### config.mk
export PLATFORM = sky130hd
export DESIGN_NAME = adam_mem_arbiter
export DESIGN_NICKNAME = d
export VERILOG_FILES = /design/src/rtl/adam_mem_arbiter.sv
export SDC_FILE = /design/constraint.sdc
export NUM_CORES = 1
export LEC_CHECK = 0
export ABC_AREA = 1
export BUFFER_PORTS_ARGS = -buffer_cell sky130_fd_sc_hd__buf_2
export CAP_MARGIN = 20
export CORE_AREA = 2 2 110 112
export DETAILED_ROUTE_END_ITERATION = 16
export DIE_AREA = 0 0 112 114
export SKIP_LAST_GASP = 1
export SYNTH_ARGS = -nofsm -noshare
export SYNTH_HDL_FRONTEND = slang
export SYNTH_SLANG_ARGS = --single-unit
### constraint.sdc
create_clock -name clk -period 2 [get_ports clk]
set_input_delay 0.4 -clock clk [delete_from_list [all_inputs] [get_ports clk]]
set_output_delay 0.4 -clock clk [all_outputs]
set_load 0.01 [all_outputs]
### src/rtl/adam_mem_arbiter.sv
// adam_mem_arbiter
// Shares one single-port adam_mem style memory (1-cycle read latency) between
// NO_REQS requesters. Round-robin arbitration with optional bounded bus locking.
// Read data is routed back with a per-requester rvalid.
//
// Ports
//   clk, rstn         clock, synchronous active-low reset
//   s_req/s_lock      per-requester request and "keep grant next cycle"
//   s_addr/s_we/s_be/s_wdata  flattened requester payloads, requester i at [i*W +: W]
//   s_gnt             one-hot grant, combinational, same cycle as request
//   s_rvalid/s_rdata  read return, cycle after a granted read; rdata shared
//   mem_*             single-port memory interface
module adam_mem_arbiter #(
    parameter int unsigned NO_REQS    = 2,
    parameter int unsigned ADDR_WIDTH = 32,
    parameter int unsigned DATA_WIDTH = 32,
    parameter int unsigned MAX_LOCK   = 16
) (
    input  logic                            clk,
    input  logic                            rstn,
    input  logic [NO_REQS-1:0]              s_req,
    input  logic [NO_REQS-1:0]              s_lock,
    input  logic [NO_REQS*ADDR_WIDTH-1:0]   s_addr,
    input  logic [NO_REQS-1:0]              s_we,
    input  logic [NO_REQS*DATA_WIDTH/8-1:0] s_be,
    input  logic [NO_REQS*DATA_WIDTH-1:0]   s_wdata,
    output logic [NO_REQS-1:0]              s_gnt,
    output logic [NO_REQS-1:0]              s_rvalid,
    output logic [DATA_WIDTH-1:0]           s_rdata,
    output logic                            mem_req,
    output logic [ADDR_WIDTH-1:0]           mem_addr,
    output logic                            mem_we,
    output logic [DATA_WIDTH/8-1:0]         mem_be,
    output logic [DATA_WIDTH-1:0]           mem_wdata,
    input  logic [DATA_WIDTH-1:0]           mem_rdata
);

    localparam int unsigned STRB_WIDTH = DATA_WIDTH / 8;
    localparam int unsigned IDX_WIDTH  = (NO_REQS > 1) ? $clog2(NO_REQS) : 1;
    localparam int unsigned CNT_WIDTH  = $clog2(MAX_LOCK + 1);
    localparam bit          LOCK_EN    = (NO_REQS > 1);

    typedef enum logic {
        UNLOCKED = 1'b0,
        LOCKED   = 1'b1
    } lock_state_t;

    lock_state_t            state_q, state_d;
    logic [IDX_WIDTH-1:0]   owner_q, owner_d;
    logic [CNT_WIDTH-1:0]   cnt_q, cnt_d;
    logic [IDX_WIDTH-1:0]   rr_q, rr_d;
    logic [NO_REQS-1:0]     rvalid_d;

    logic                   gnt_any;
    logic [IDX_WIDTH-1:0]   gnt_idx;
    logic                   hold;
    int unsigned            scan_idx;

    // State, pointer and read-return registers
    always_ff @(posedge clk) begin
        if (!rstn) begin
            state_q  <= UNLOCKED;
            owner_q  <= '0;
            cnt_q    <= '0;
            rr_q     <= '0;
            s_rvalid <= '0;
        end else begin
            state_q  <= state_d;
            owner_q  <= owner_d;
            cnt_q    <= cnt_d;
            rr_q     <= rr_d;
            s_rvalid <= rvalid_d;
        end
    end

    // Arbitration, lock FSM next-state and read-return tracking
    always_comb begin
        gnt_any  = 1'b0;
        gnt_idx  = '0;
        hold     = 1'b0;
        scan_idx = 0;
        s_gnt    = '0;
        rvalid_d = '0;
        state_d  = state_q;
        owner_d  = owner_q;
        cnt_d    = cnt_q;
        rr_d     = rr_q;

        // Round-robin scan starting at the pointer
        for (int unsigned k = 0; k < NO_REQS; k++) begin
            scan_idx = (32'(rr_q) + k) % NO_REQS;
            if (!gnt_any && s_req[scan_idx]) begin
                gnt_any = 1'b1;
                gnt_idx = IDX_WIDTH'(scan_idx);
            end
        end

        // A live lock overrides round-robin until the burst limit is reached
        if (LOCK_EN && (state_q == LOCKED) && (cnt_q < CNT_WIDTH'(MAX_LOCK)) && s_req[owner_q]) begin
            hold    = 1'b1;
            gnt_any = 1'b1;
            gnt_idx = owner_q;
        end

        if (!rstn) begin
            gnt_any = 1'b0;
            hold    = 1'b0;
        end

        if (gnt_any) begin
            s_gnt[gnt_idx]    = 1'b1;
            rr_d              = IDX_WIDTH'((32'(gnt_idx) + 1) % NO_REQS);
            rvalid_d[gnt_idx] = !s_we[gnt_idx];
        end

        case (state_q)
            UNLOCKED: begin
                if (gnt_any && s_lock[gnt_idx]) begin
                    state_d = LOCKED;
                    owner_d = gnt_idx;
                    cnt_d   = CNT_WIDTH'(1);
                end
            end
            LOCKED: begin
                if (hold && s_lock[owner_q]) begin
                    cnt_d = cnt_q + CNT_WIDTH'(1);
                end else if (!hold && gnt_any && s_lock[gnt_idx]) begin
                    // Lock released this cycle, but the new grantee asks for its own burst
                    owner_d = gnt_idx;
                    cnt_d   = CNT_WIDTH'(1);
                end else begin
                    state_d = UNLOCKED;
                    cnt_d   = '0;
                end
            end
            default: begin
                state_d = UNLOCKED;
                cnt_d   = '0;
            end
        endcase

        if (!LOCK_EN) begin
            state_d = UNLOCKED;
            cnt_d   = '0;
        end
    end

    // Memory-side mux from the granted requester; zero when idle
    always_comb begin
        mem_req   = |(s_req & s_gnt);
        mem_addr  = '0;
        mem_we    = 1'b0;
        mem_be    = '0;
        mem_wdata = '0;
        if (gnt_any) begin
            mem_addr  = s_addr[32'(gnt_idx)*ADDR_WIDTH +: ADDR_WIDTH];
            mem_we    = s_we[gnt_idx];
            mem_be    = s_be[32'(gnt_idx)*STRB_WIDTH +: STRB_WIDTH];
            mem_wdata = s_wdata[32'(gnt_idx)*DATA_WIDTH +: DATA_WIDTH];
        end
    end

    assign s_rdata = mem_rdata;

endmodule

Word level (Yosys, flattened, before mapping)
Index checks and enable logic that the tools add are counted.

storage, ports and cells
  input port bits = 176
  flip-flop bits (word level) = 10

operators by class
  add/subtract/negate cells = 3
  shift operators = 3
  equality and inequality tests = 3
  $lt $le $gt $ge = 6
  multiplexer cells = 40
  bitwise gates (word level) = 3
  reductions and logical operators = 14

operators with widths
  operator               count
  $shiftx A64 B7 Y32     2
  $mux W32               2
  $mux W1                30
  $mux W5                2
  $pmux W5 S2            1
  $logic_and A1 B1 Y1    8
  $lt A1 B2 Y1 const B   4
  $shiftx A8 B4 Y4       1
  $add A5 B1 Y5 const B  1
  $lt A5 B5 Y1 const B   1
  $and A2 B2 Y2          2
  $mux W4                1
  $ne A2 B2 Y1 const B   2
  $pmux W1 S2            2
  $logic_not A1 Y1       3
  $reduce_and A3 Y1      1
  $add A1 B1 Y1 const B  2
  $mux W2                1
  $ne A2 B1 Y1 const B   1
  $reduce_and A2 Y1      1
  $reduce_or A2 Y1       1
  $demux W1 S1           1
  $ge A1 B1 Y1 const B   1
  $not A1 Y1             1

Logic depth before layout (Yosys ltp)
Gate-level depths: netlist (run 1).

  word-level depth = 14
  mapped depth = 10
  mapped depth without buffers = 10

Worst setup path before layout (run 1)
No wires, ideal clock.

  path type = input to output
  start = input port s_req[1]
  end = output port mem_addr[23]
  arrival = 1.254 ns
  required time = 1.600 ns
  buffers on the path = 1
  setup slack = 0.346 ns
  stages = 6
  path through = o21ai_1 > inv_2 > nand2_1 > inv_2 > buf_4 > a22o_1

on the way
  cells in the longest elaborated chain, start to end = 9

RTL lines
  element                                        RTL line  text
  start, declared                                21        input logic [NO_REQS-1:0] s_req,
  $mux W1 (not written as such) (2 in series)    92        if (!gnt_any && s_req[scan_idx]) begin
  $mux W1                                        92
  $logic_not A1 Y1                               92
  $logic_and A1 B1 Y1                            92
  $mux W1                                        92
  $mux W1                                        99        if (LOCK_EN && (state_q == LOCKED) && (cnt_q < CNT_WIDTH'(MAX_LOCK)) && s_req[owner_q]) begin
  $shiftx A64 B7 Y32 or $mux W1 (tied branches)  156, 105
  $mux W32 (*)                                   155       if (gnt_any) begin
  end, declared                                  31        output logic [ADDR_WIDTH-1:0] mem_addr,

Every way passes the cells marked *; elsewhere a longest branch is shown, timed or not. The select of a mux whose other input is x is not followed.

Worst setup path in the final report (run 1)
  start = register cnt_q[4]
  end = output port mem_addr[21]

on the way
  cells in the longest elaborated chain, start to end = 6

RTL lines
  element                                        RTL line  text
  start, declared                                50        logic [CNT_WIDTH-1:0] cnt_q, cnt_d;
  start signal, assigned                         70        cnt_q <= cnt_d;
  $lt A5 B5 Y1 (*)                               99
  $logic_and A1 B1 Y1 (*) (2 in series)          99
  $mux W1                                        99
  $shiftx A64 B7 Y32 or $mux W1 (tied branches)  156, 105
  $mux W32 (*)                                   155

Every way passes the cells marked *; elsewhere a longest branch is shown, timed or not.

==> flow_summary.html, run 1 <==
<table>
<tr><th>Metric</th><th>Value</th></tr>
<tr><th colspan="2">Run status</th></tr>
<tr><td>Status</td><td>finished, violations left</td></tr>
<tr><td>Failing checks</td><td>negative setup slack</td></tr>
<tr><th colspan="2">Route</th></tr>
<tr><td>Router iterations before antenna repair</td><td>4</td></tr>
<tr><td>Post-Route M1 WL</td><td>roughly 3300 um</td></tr>
<tr><td>Max layer used</td><td>met4</td></tr>
<tr><td>Wire length on met2</td><td>4614 um</td></tr>
<tr><td>Via Count</td><td>approximately 2300</td></tr>
<tr><td>Via density per instance</td><td>4.215</td></tr>
<tr><td>Routed length on met3</td><td>between 700 and 800 um</td></tr>
<tr><td>Detailed-route wire length</td><td>around 8800 um</td></tr>
<tr><td>Mean routed wirelength per cell</td><td>around 16 um</td></tr>
<tr><td>DRC Markers</td><td>0</td></tr>
<tr><td>Initial DRC Count</td><td>55</td></tr>
<tr><td>Number of nets with antenna violations after detailed routing</td><td>0</td></tr>
<tr><th colspan="2">Clocking</th></tr>
<tr><td>H-tree depth</td><td>1</td></tr>
<tr><td>Total of hold buffers inserted after clock tree synthesis</td><td>0</td></tr>
<tr><td>Source-to-sink clock delay at the later pin of the worst-skew pair</td><td>approximately 0.24 ns</td></tr>
<tr><td>Clock Tree Buf Depth</td><td>2</td></tr>
<tr><td>Clock slew at the register clock pins of the worst setup and hold paths</td><td>around 0.040 ns</td></tr>
<tr><td>Clk root buf</td><td>clkbuf_16</td></tr>
<tr><td>TritonCTS Buffers</td><td>3</td></tr>
<tr><td>Number of sinks driven by the clock tree</td><td>10</td></tr>
<tr><td>CTS tree</td><td>yes</td></tr>
<tr><th colspan="2">Placement</th></tr>
<tr><td>HPWL after DPL</td><td>a little under 7000 um</td></tr>
<tr><td>Placer Congestion</td><td>~0.8</td></tr>
<tr><td>Pre-CTS worst setup slack</td><td>approximately 0.053 ns</td></tr>
<tr><td>Placed cell areas</td><td>between 2000 and 3000 um^2</td></tr>
<tr><td>Count of input and output buffers</td><td>~220</td></tr>
<tr><th colspan="2">Logic synthesis</th></tr>
<tr><td>Cells after Synth</td><td>approximately 190</td></tr>
<tr><td>Most common cell in the netlist</td><td>a22o_1</td></tr>
<tr><td>Area fraction of the dominant cell type after synthesis</td><td>0.4114</td></tr>
<tr><td>Area share of fa/ha/maj cells after synthesis</td><td>0.008643</td></tr>
<tr><td>Post-synthesis register bit count</td><td>10</td></tr>
<tr><td>Post-synthesis compound-gate area fraction</td><td>0.4598</td></tr>
<tr><td>Cell types with the largest area share after synthesis</td><td>a22o_1 41%, buf_4 20%, dfxtp_1 14%</td></tr>
<tr><td>XOR/XNOR share of the synthesized area</td><td>0</td></tr>
<tr><td>Main combinational cell family by area after synthesis</td><td>compound AO/OA/AOI/OAI gates</td></tr>
<tr><td>Simple-gate area share of the yosys netlist</td><td>0.1219</td></tr>
<tr><td>Mean area per synthesized cell</td><td>roughly 7.6 um^2</td></tr>
<tr><td>EDFF count, synth</td><td>0</td></tr>
<tr><td>Synth async-reset ratio</td><td>0</td></tr>
<tr><td>Most common library cells after synthesis</td><td>68 x a22o_1, 39 x buf_4, 18 x nand2_1</td></tr>
<tr><td>Dominant register cell in the synthesized netlist</td><td>dfxtp_1</td></tr>
<tr><td>Synth Warn #</td><td>0</td></tr>
<tr><td>Part of the Yosys area used for sequential elements</td><td>0.1383</td></tr>
<tr><td>Synth area leader</td><td>a22o_1</td></tr>
<tr><td>Multiplexer share of the synthesized area</td><td>0</td></tr>
<tr><td>Total standard cell area after synthesis</td><td>~1400 um^2</td></tr>
<tr><td>Count of cell types in the netlist</td><td>20</td></tr>
<tr><td>Net count after synthesis</td><td>368</td></tr>
<tr><th colspan="2">Setup path</th></tr>
<tr><td>Largest stage delay on the critical path</td><td>0.30 ns</td></tr>
<tr><td>Critical path launch point</td><td>cnt_q[4]$_SDFFE_PN0P_</td></tr>
<tr><td>Required time of the critical path</td><td>1.60 ns</td></tr>
<tr><td>Crit Path Max Fanout</td><td>9</td></tr>
<tr><td>Cell seen most often among critical-path stages</td><td>nand2_2</td></tr>
<tr><td>Series of cell instances along the critical path</td><td>inv_2, nand2_2, nand2_2, nand3_4, nand2_4, nor2_4, buf_12, buf_16, a22o_1, buf_2</td></tr>
<tr><td>WP buf/inv</td><td>4</td></tr>
<tr><td>Critical register-to-register path startpoint</td><td>cnt_q[4]$_SDFFE_PN0P_</td></tr>
<tr><td>Startpoint type of the worst setup path</td><td>register</td></tr>
<tr><td>Type of the worst setup path</td><td>reg -&gt; out</td></tr>
<tr><td>CP Capture Type</td><td>primary output</td></tr>
<tr><td>Worst path arrival time</td><td>~1.7 ns</td></tr>
<tr><td>Critical-path cell with the highest stage delay</td><td>dfxtp_1</td></tr>
<tr><td>Largest delay share family, worst path</td><td>buffers and inverters</td></tr>
<tr><th colspan="2">STA</th></tr>
<tr><td>Setup skew after layout</td><td>around 0.00086 ns</td></tr>
<tr><td>Accumulated negative setup slack</td><td>-1.784 ns</td></tr>
<tr><td>Number of failing hold endpoints at the final stage</td><td>0</td></tr>
<tr><td>WHS</td><td>0.3355 ns</td></tr>
<tr><td>Tmin final</td><td>a little over 2 ns</td></tr>
<tr><td>Slew at the pin closest to its max-slew limit</td><td>~0.23 ns</td></tr>
<tr><td>Final worst setup slack</td><td>-0.06747 ns</td></tr>
<tr><td>Finish-stage setup viols</td><td>between 50 and 60</td></tr>
<tr><td>RSZ-0062 raised after global routing</td><td>yes</td></tr>
<tr><td>Share of the cycle needed by the critical path after routing</td><td>1.034</td></tr>
<tr><td>Max-slew headroom</td><td>0.8488</td></tr>
<tr><td>Max Transition Viols Final</td><td>0</td></tr>
<tr><td>Highest achievable clock rate</td><td>between 0.4 and 0.5 GHz</td></tr>
<tr><th colspan="2">Global route</th></tr>
<tr><td>Total routing resource utilization after global routing</td><td>0.1124</td></tr>
<tr><td>Global-route wire length before repair</td><td>about 11000 um</td></tr>
<tr><td>Number of antenna violations at the first check in global routing</td><td>1</td></tr>
<tr><td>Vias in the first global route</td><td>just under 2000</td></tr>
<tr><td>Largest net degree at the start of global routing</td><td>34</td></tr>
<tr><td>Total gr overflow</td><td>0</td></tr>
<tr><th colspan="2">Job</th></tr>
<tr><td>Number of max-cap violations</td><td>0</td></tr>
<tr><th colspan="2">Cells and area</th></tr>
<tr><td>Relative area change from synthesis to final layout</td><td>106.1%</td></tr>
<tr><td>Final non-filler cell area</td><td>2984 um^2</td></tr>
<tr><td>Layout net count</td><td>575</td></tr>
<tr><td>Fraction of layout instances using a drive strength above 1</td><td>0.6675</td></tr>
<tr><th colspan="2">Hold path</th></tr>
<tr><td>Type of the most critical hold path</td><td>in -&gt; reg</td></tr>
<tr><td>HP Start</td><td>s_we[1]</td></tr>
<tr><th colspan="2">Power</th></tr>
<tr><td>Static power due to leakage</td><td>around 1.7 nW</td></tr>
<tr><td>Peak VDD IR</td><td>around 0.00026 V</td></tr>
<tr><td>Power per cell area</td><td>about 430 nW/um^2</td></tr>
<tr><td>Power Total</td><td>approximately 1.3 mW</td></tr>
<tr><th colspan="2">Floorplan</th></tr>
<tr><td>Area enclosed by the die boundary</td><td>around 13000 um^2</td></tr>
<tr><td>Row Count</td><td>40</td></tr>
<tr><td>Die outline width</td><td>112 um</td></tr>
<tr><td>Die Ht</td><td>roughly 110 um</td></tr>
<tr><td>Initial core utilization</td><td>0.1236</td></tr>
<tr><td>Core Box Area</td><td>about 12000 um^2</td></tr>
<tr><td>I/O pins</td><td>about 280</td></tr>
</table>
what timing repair did:
| item | 4_1_cts | 5_1_grt |
|---|---|---|
| pin swaps | 2 | 6 |
| cloned | 2 | 6 |
| setup endpoints to repair | 67 | 70 |
| buffers inserted | 9 | 3 |
| resized for setup | 8 | 15 |
layout by cell type (no fill, tap or decap), types with 3 or more instances in the layout:
cell type and n:
nand2_1 15, o21ai_1 3, a22o_1 67, buf_12 6
clkbuf_16 8, dfxtp_1 9, nand3_1 10, inv_2 3
inv_1 9, buf_6 6, buf_4 16, a21oi_1 9
buf_2 213, nor2_1 4
area by class of cell:
class	instances	area, um^2
multi-input cells	121	893.4
fillers	1296	8727
inverters	14	60.06
diodes	1	2.502
flip-flops and latches	10	201.4
well taps	147	183.9
repair buffers	248	1554
clock buffers	4	88.84
report_power, final:
part | switching (mW) | leakage (nW) | internal, mW
Combinational | 0.314 | 1.59 | 0.365
Clock | 0.101 | 0.0442 | 0.301
Sequential | 0.00638 | 0.0820 | 0.209
worst reg2reg max path: stages (launching register included):
cell and delay (ns):
dfxtp_1 0.30, inv_2 0.08, buf_4 0.11, buf_4 0.10, nand3_1 0.06, a21oi_1 0.16, nand2_1 0.16, o21ai_0 0.18
nand2_1 0.06, a21oi_1 0.11
per-stage QoR:
| step | utilization | instances |
|---|---|---|
| 2_1_floorplan | - | 191 |
| 3_3_place_gp | 0.2150 | 521 |
| 3_5_place_dp | 0.2150 | 521 |
| 4_1_cts | 0.2384 | 536 |
| 5_1_grt | 0.2548 | 545 |
| 6_report | 0.2548 | 545 |
cells by family (layout without fill, tap and decap cells):
family | after synthesis | after routing
other | 0 | 1
DFF | 10 | 10
AOI/OAI and AO/OA | 82 | 82
and+or+nand+nor | 38 | 38
buffers and inverters | 60 | 266
adders and majority gates | 1 | 1
registers in the layout, indices dropped and copies added (netlist names):
register and cells:
owner_q 1, s_rvalid 2, rr_q 1, cnt_q 5
state_q 1
final timing paths:
| kind | slack (ns) | endpoint | cells after the start |
|---|---|---|---|
| max | -0.07 | mem_addr[21] | 10 |
| min reg2reg | 0.49 | rr_q$_SDFFE_PN0P_ | 2 |
| min | 0.34 | s_rvalid[1]$_SDFF_PN0_ | 2 |
| max reg2reg | 0.61 | cnt_q[3]$_SDFFE_PN0P_ | 9 |
layer usage:
metal,vias up,track usage
met5,-,0
met4,0,0.02114
met3,14,0.03241
met2,155,0.2141
met1,1029,0.1250
li1,1099,-
Power figures use the tool's default switching activity.
==> inputs of run 2 (changes only) <==
==> constraint.sdc (replaced) <==
create_clock -name clk -period 2 [get_ports clk]
set_input_delay 0 -clock clk [delete_from_list [all_inputs] [get_ports clk]]
set_output_delay 0 -clock clk [all_outputs]
set_load 0.01 [all_outputs]
==> run 2 against run 1 <==
  * The flow now finishes without violations
  * Clock skew is essentially flat
  * Routed wire length shrank 18%
  * Register-to-register slack gained 0.07 ns
  * Hold slack lost 0.34 ns
  * Sequential power is essentially flat
  * Design area shrank 15%
  * Critical endpoint is now mem_wdata[26]
  * Largest cell class unchanged
  * Largest power group unchanged
  * Highest routed layer unchanged
==> flow_summary.html, run 2 (synthesized netlist as in run 1, its figures left out) <==
<table>
<tr><th>Metric</th><th>Value</th></tr>
<tr><th colspan="2">Route</th></tr>
<tr><td>Number of nets with antenna violations after detailed routing</td><td>0 (unchanged)</td></tr>
<tr><td>Via density per instance</td><td>4.121 (-2.2%)</td></tr>
<tr><td>Initial DRC Count</td><td>43 (-22%)</td></tr>
<tr><td>Router iterations before antenna repair</td><td>4 (unchanged)</td></tr>
<tr><td>Via Count</td><td>2139 (-6.9%)</td></tr>
<tr><td>Detailed-route wire length</td><td>7184 um (-18%)</td></tr>
<tr><td>Mean routed wirelength per cell</td><td>13.84 um (-14%)</td></tr>
<tr><td>DRC Markers</td><td>0 (unchanged)</td></tr>
<tr><th colspan="2">Global route</th></tr>
<tr><td>Global-route wire length before repair</td><td>9542 um (-13%)</td></tr>
<tr><td>Total gr overflow</td><td>0 (unchanged)</td></tr>
<tr><td>Largest net degree at the start of global routing</td><td>40 (+18%)</td></tr>
<tr><td>Total routing resource utilization after global routing</td><td>0.09505 (-0.01730)</td></tr>
<tr><td>Vias in the first global route</td><td>1842 (-6.0%)</td></tr>
<tr><td>Number of antenna violations at the first check in global routing</td><td>0 (-1)</td></tr>
<tr><th colspan="2">STA</th></tr>
<tr><td>Accumulated negative setup slack</td><td>0 ns (+1.784 ns)</td></tr>
<tr><td>RSZ-0062 raised after global routing</td><td>no</td></tr>
<tr><td>Slew at the pin closest to its max-slew limit</td><td>0.3425 ns (+0.1173 ns)</td></tr>
<tr><td>Highest achievable clock rate</td><td>0.5522 GHz (+14%)</td></tr>
<tr><td>Max Transition Viols Final</td><td>0 (unchanged)</td></tr>
<tr><td>Setup skew after layout</td><td>0.001305 ns (+0.0004442 ns)</td></tr>
<tr><td>Number of failing hold endpoints at the final stage</td><td>0 (unchanged)</td></tr>
<tr><td>Finish-stage setup viols</td><td>0 (-100%)</td></tr>
<tr><td>Tmin final</td><td>1.811 ns (-0.2565 ns)</td></tr>
<tr><td>Share of the cycle needed by the critical path after routing</td><td>0.9055 (-0.1283)</td></tr>
<tr><td>WHS</td><td>0.000003935 ns (-0.3355 ns)</td></tr>
<tr><td>Max-slew headroom</td><td>0.7716 (-0.07721)</td></tr>
<tr><th colspan="2">Setup path</th></tr>
<tr><td>Reg2reg end</td><td>cnt_q[4]$_SDFFE_PN0P_</td></tr>
<tr><td>Crit Path Max Fanout</td><td>30 (+21)</td></tr>
<tr><td>Required time of the critical path</td><td>2.00 ns (+0.40 ns)</td></tr>
<tr><td>CP Capture Type</td><td>primary output</td></tr>
<tr><td>Critical register-to-register path startpoint</td><td>owner_q$_SDFFE_PN0P_</td></tr>
<tr><td>Worst path arrival time</td><td>1.81 ns (+0.14 ns)</td></tr>
<tr><td>Worst R2R Path Depth</td><td>7 (-2)</td></tr>
<tr><td>Type of the worst setup path</td><td>reg -&gt; out</td></tr>
<tr><td>Setup slack, reg-to-reg</td><td>0.68 ns (+0.07 ns)</td></tr>
<tr><td>Startpoint type of the worst setup path</td><td>register</td></tr>
<tr><th colspan="2">Clocking</th></tr>
<tr><td>Clock Tree Buf Depth</td><td>2 (unchanged)</td></tr>
<tr><td>Clk root buf</td><td>clkbuf_16</td></tr>
<tr><td>TritonCTS Buffers</td><td>3 (unchanged)</td></tr>
<tr><td>Number of sinks driven by the clock tree</td><td>10 (unchanged)</td></tr>
<tr><td>H-tree depth</td><td>1 (unchanged)</td></tr>
<tr><td>Clock slew at the register clock pins of the worst setup and hold paths</td><td>0.04 ns (about the same)</td></tr>
<tr><td>CTS tree</td><td>yes</td></tr>
<tr><td>Source-to-sink clock delay at the later pin of the worst-skew pair</td><td>0.23 ns (about the same)</td></tr>
<tr><th colspan="2">Floorplan</th></tr>
<tr><td>Core Box Area</td><td>11710 um^2 (unchanged)</td></tr>
<tr><td>Area enclosed by the die boundary</td><td>12770 um^2 (unchanged)</td></tr>
<tr><td>Die Ht</td><td>114 um (unchanged)</td></tr>
<tr><td>Die outline width</td><td>112 um (unchanged)</td></tr>
<tr><td>Initial core utilization</td><td>0.1236 (unchanged)</td></tr>
<tr><td>Row Count</td><td>40 (unchanged)</td></tr>
<tr><td>I/O pins</td><td>282 (unchanged)</td></tr>
<tr><th colspan="2">Hold path</th></tr>
<tr><td>Type of the most critical hold path</td><td>in -&gt; out</td></tr>
<tr><td>Endpoint with the worst hold slack</td><td>s_rdata[29]</td></tr>
<tr><td>HP Start</td><td>mem_rdata[29]</td></tr>
<tr><td>Hold Crit Depth</td><td>0 (-2)</td></tr>
<tr><th colspan="2">Cells and area</th></tr>
<tr><td>Fraction of layout instances using a drive strength above 1</td><td>0.6237 (-0.04385)</td></tr>
<tr><td>Seq. cell area</td><td>200.2 um^2 (-0.62%)</td></tr>
<tr><td>Number of antenna repair diodes</td><td>0 (-1)</td></tr>
<tr><td>Largest register FFs</td><td>5 (unchanged)</td></tr>
<tr><td>Top library cells by usage in the layout, fill and taps aside</td><td>217 x buf_2, 68 x a22o_1, 18 x nand2_1</td></tr>
<tr><td>Footprint of the multi-input gates</td><td>854.6 um^2 (-4.3%)</td></tr>
<tr><td>Layout net count</td><td>550 (-4.3%)</td></tr>
<tr><td>Number of fillers in the final layout</td><td>1331 (+2.7%)</td></tr>
<tr><td>Leading cell type in the layout, fill and taps excluded</td><td>buf_2</td></tr>
<tr><td>Relative area change from synthesis to final layout</td><td>75.80%</td></tr>
<tr><td>Final core utilization</td><td>0.2173 (-0.03750)</td></tr>
<tr><td>Final non-filler cell area</td><td>2545 um^2 (-15%)</td></tr>
<tr><td>Most flop-heavy register</td><td>cnt_q</td></tr>
<tr><td>Biggest regs</td><td>cnt_q (5), s_rvalid (2)</td></tr>
<tr><th colspan="2">Run status</th></tr>
<tr><td>Status</td><td>finished clean</td></tr>
<tr><th colspan="2">Placement</th></tr>
<tr><td>HPWL after DPL</td><td>6091 um (-9.8%)</td></tr>
<tr><td>Count of input and output buffers</td><td>217 (unchanged)</td></tr>
<tr><td>Placer Congestion</td><td>0.8202 (+3.4%)</td></tr>
<tr><td>Placed cell areas</td><td>2432 um^2 (-3.4%)</td></tr>
<tr><th colspan="2">Power</th></tr>
<tr><td>Peak VDD IR</td><td>0.0003222 V (+26%)</td></tr>
<tr><td>NetSw</td><td>369.7 uW (-12%)</td></tr>
<tr><td>Combinational Power Share</td><td>0.475 (-0.048)</td></tr>
<tr><td>Net switching fraction of the power</td><td>0.3203 (-0.004579)</td></tr>
<tr><td>Static power due to leakage</td><td>1.516 nW (-12%)</td></tr>
<tr><td>Power per cell area</td><td>453.5 nW/um^2 (+4.4%)</td></tr>
<tr><td>Portion of total power attributed to the clock network</td><td>0.337 (+0.027)</td></tr>
<tr><td>Internal power contribution</td><td>784.4 uW (-10%)</td></tr>
<tr><td>Flop pwr share</td><td>0.187 (+0.021)</td></tr>
<tr><th colspan="2">Job</th></tr>
<tr><td>Number of max-cap violations</td><td>0 (unchanged)</td></tr>
</table>
-- run 2: cell types whose count changed in the layout (fill, tap and decap cells not counted), moves of 3 or more --
cell,change
nand2_1,+3
buf_2,+4
buf_12,-4
buf_4,-15
buf_6,-5
clkbuf_16,-5
-- run 2: layout make-up --
type,count,share of cell area
tap,147,0.07227
inverter,14,0.02065
sequential,10,0.07866
timing repair buffer,223,0.4577
multi-input combinational,121,0.3358
clock buffer,4,0.03491
-- run 2: layer usage --
metal	global-route usage	up-vias	part of all wire
met3	0.03507	10	0.11
li1	-	1041	-
met2	0.1782	140	0.50
met1	0.1035	948	0.38
met4	0.01789	0	0.016
met5	0	-	0
-- run 2: repair_timing --
action,CTS,global route
setup endpoints to repair,0,2
endpoints found under the hold margin,2,0
resized for setup,0,1
hold buffers,2,0
buffers inserted,0,0
-- run 2: power by group through the flow --
stage               logic (mW)  clock network (mW)  registers [mW]
floorplan                0.325                   0           0.219
global placement         0.552                   0           0.219
detailed placement       0.551                   0           0.219
CTS                      0.556               0.397           0.216
global route             0.597               0.415           0.217
finish                   0.549               0.389           0.216
-- run 2: worst max-delay path by stage --
| stage | slack, ns | startpoint | to |
|---|---|---|---|
| floorplan | 0.79 | state_q$_SDFF_PN0_ | mem_addr[23] |
| detailed placement | 0.37 | state_q$_SDFF_PN0_ | mem_wdata[6] |
| global route | 0.07 | state_q$_SDFF_PN0_ | mem_wdata[6] |
| finish | 0.19 | owner_q$_SDFFE_PN0P_ | mem_wdata[26] |
| global placement | 0.39 | state_q$_SDFF_PN0_ | mem_wdata[26] |
| CTS | 0.11 | state_q$_SDFF_PN0_ | mem_wdata[6] |
-- run 2: metrics by stage --
stage                     power (mW)  worst slack [ns]  cells
after global routing           1.228           0.06616    519
after CTS                      1.169            0.1101    519
after global placement        0.7705            0.3910    513
after detailed placement      0.7706            0.3655    513
final                          1.154            0.1891    519
after floorplan               0.5433            0.7868    191
-- run 2: worst max-delay path: stages (launching register included) --
cell	delay, ns
dfxtp_1	0.40
nand3_1	0.12
nand3_2	0.11
nand2_2	0.10
nor2_4	0.13
buf_4	0.34
a22o_1	0.23
buf_2	0.13
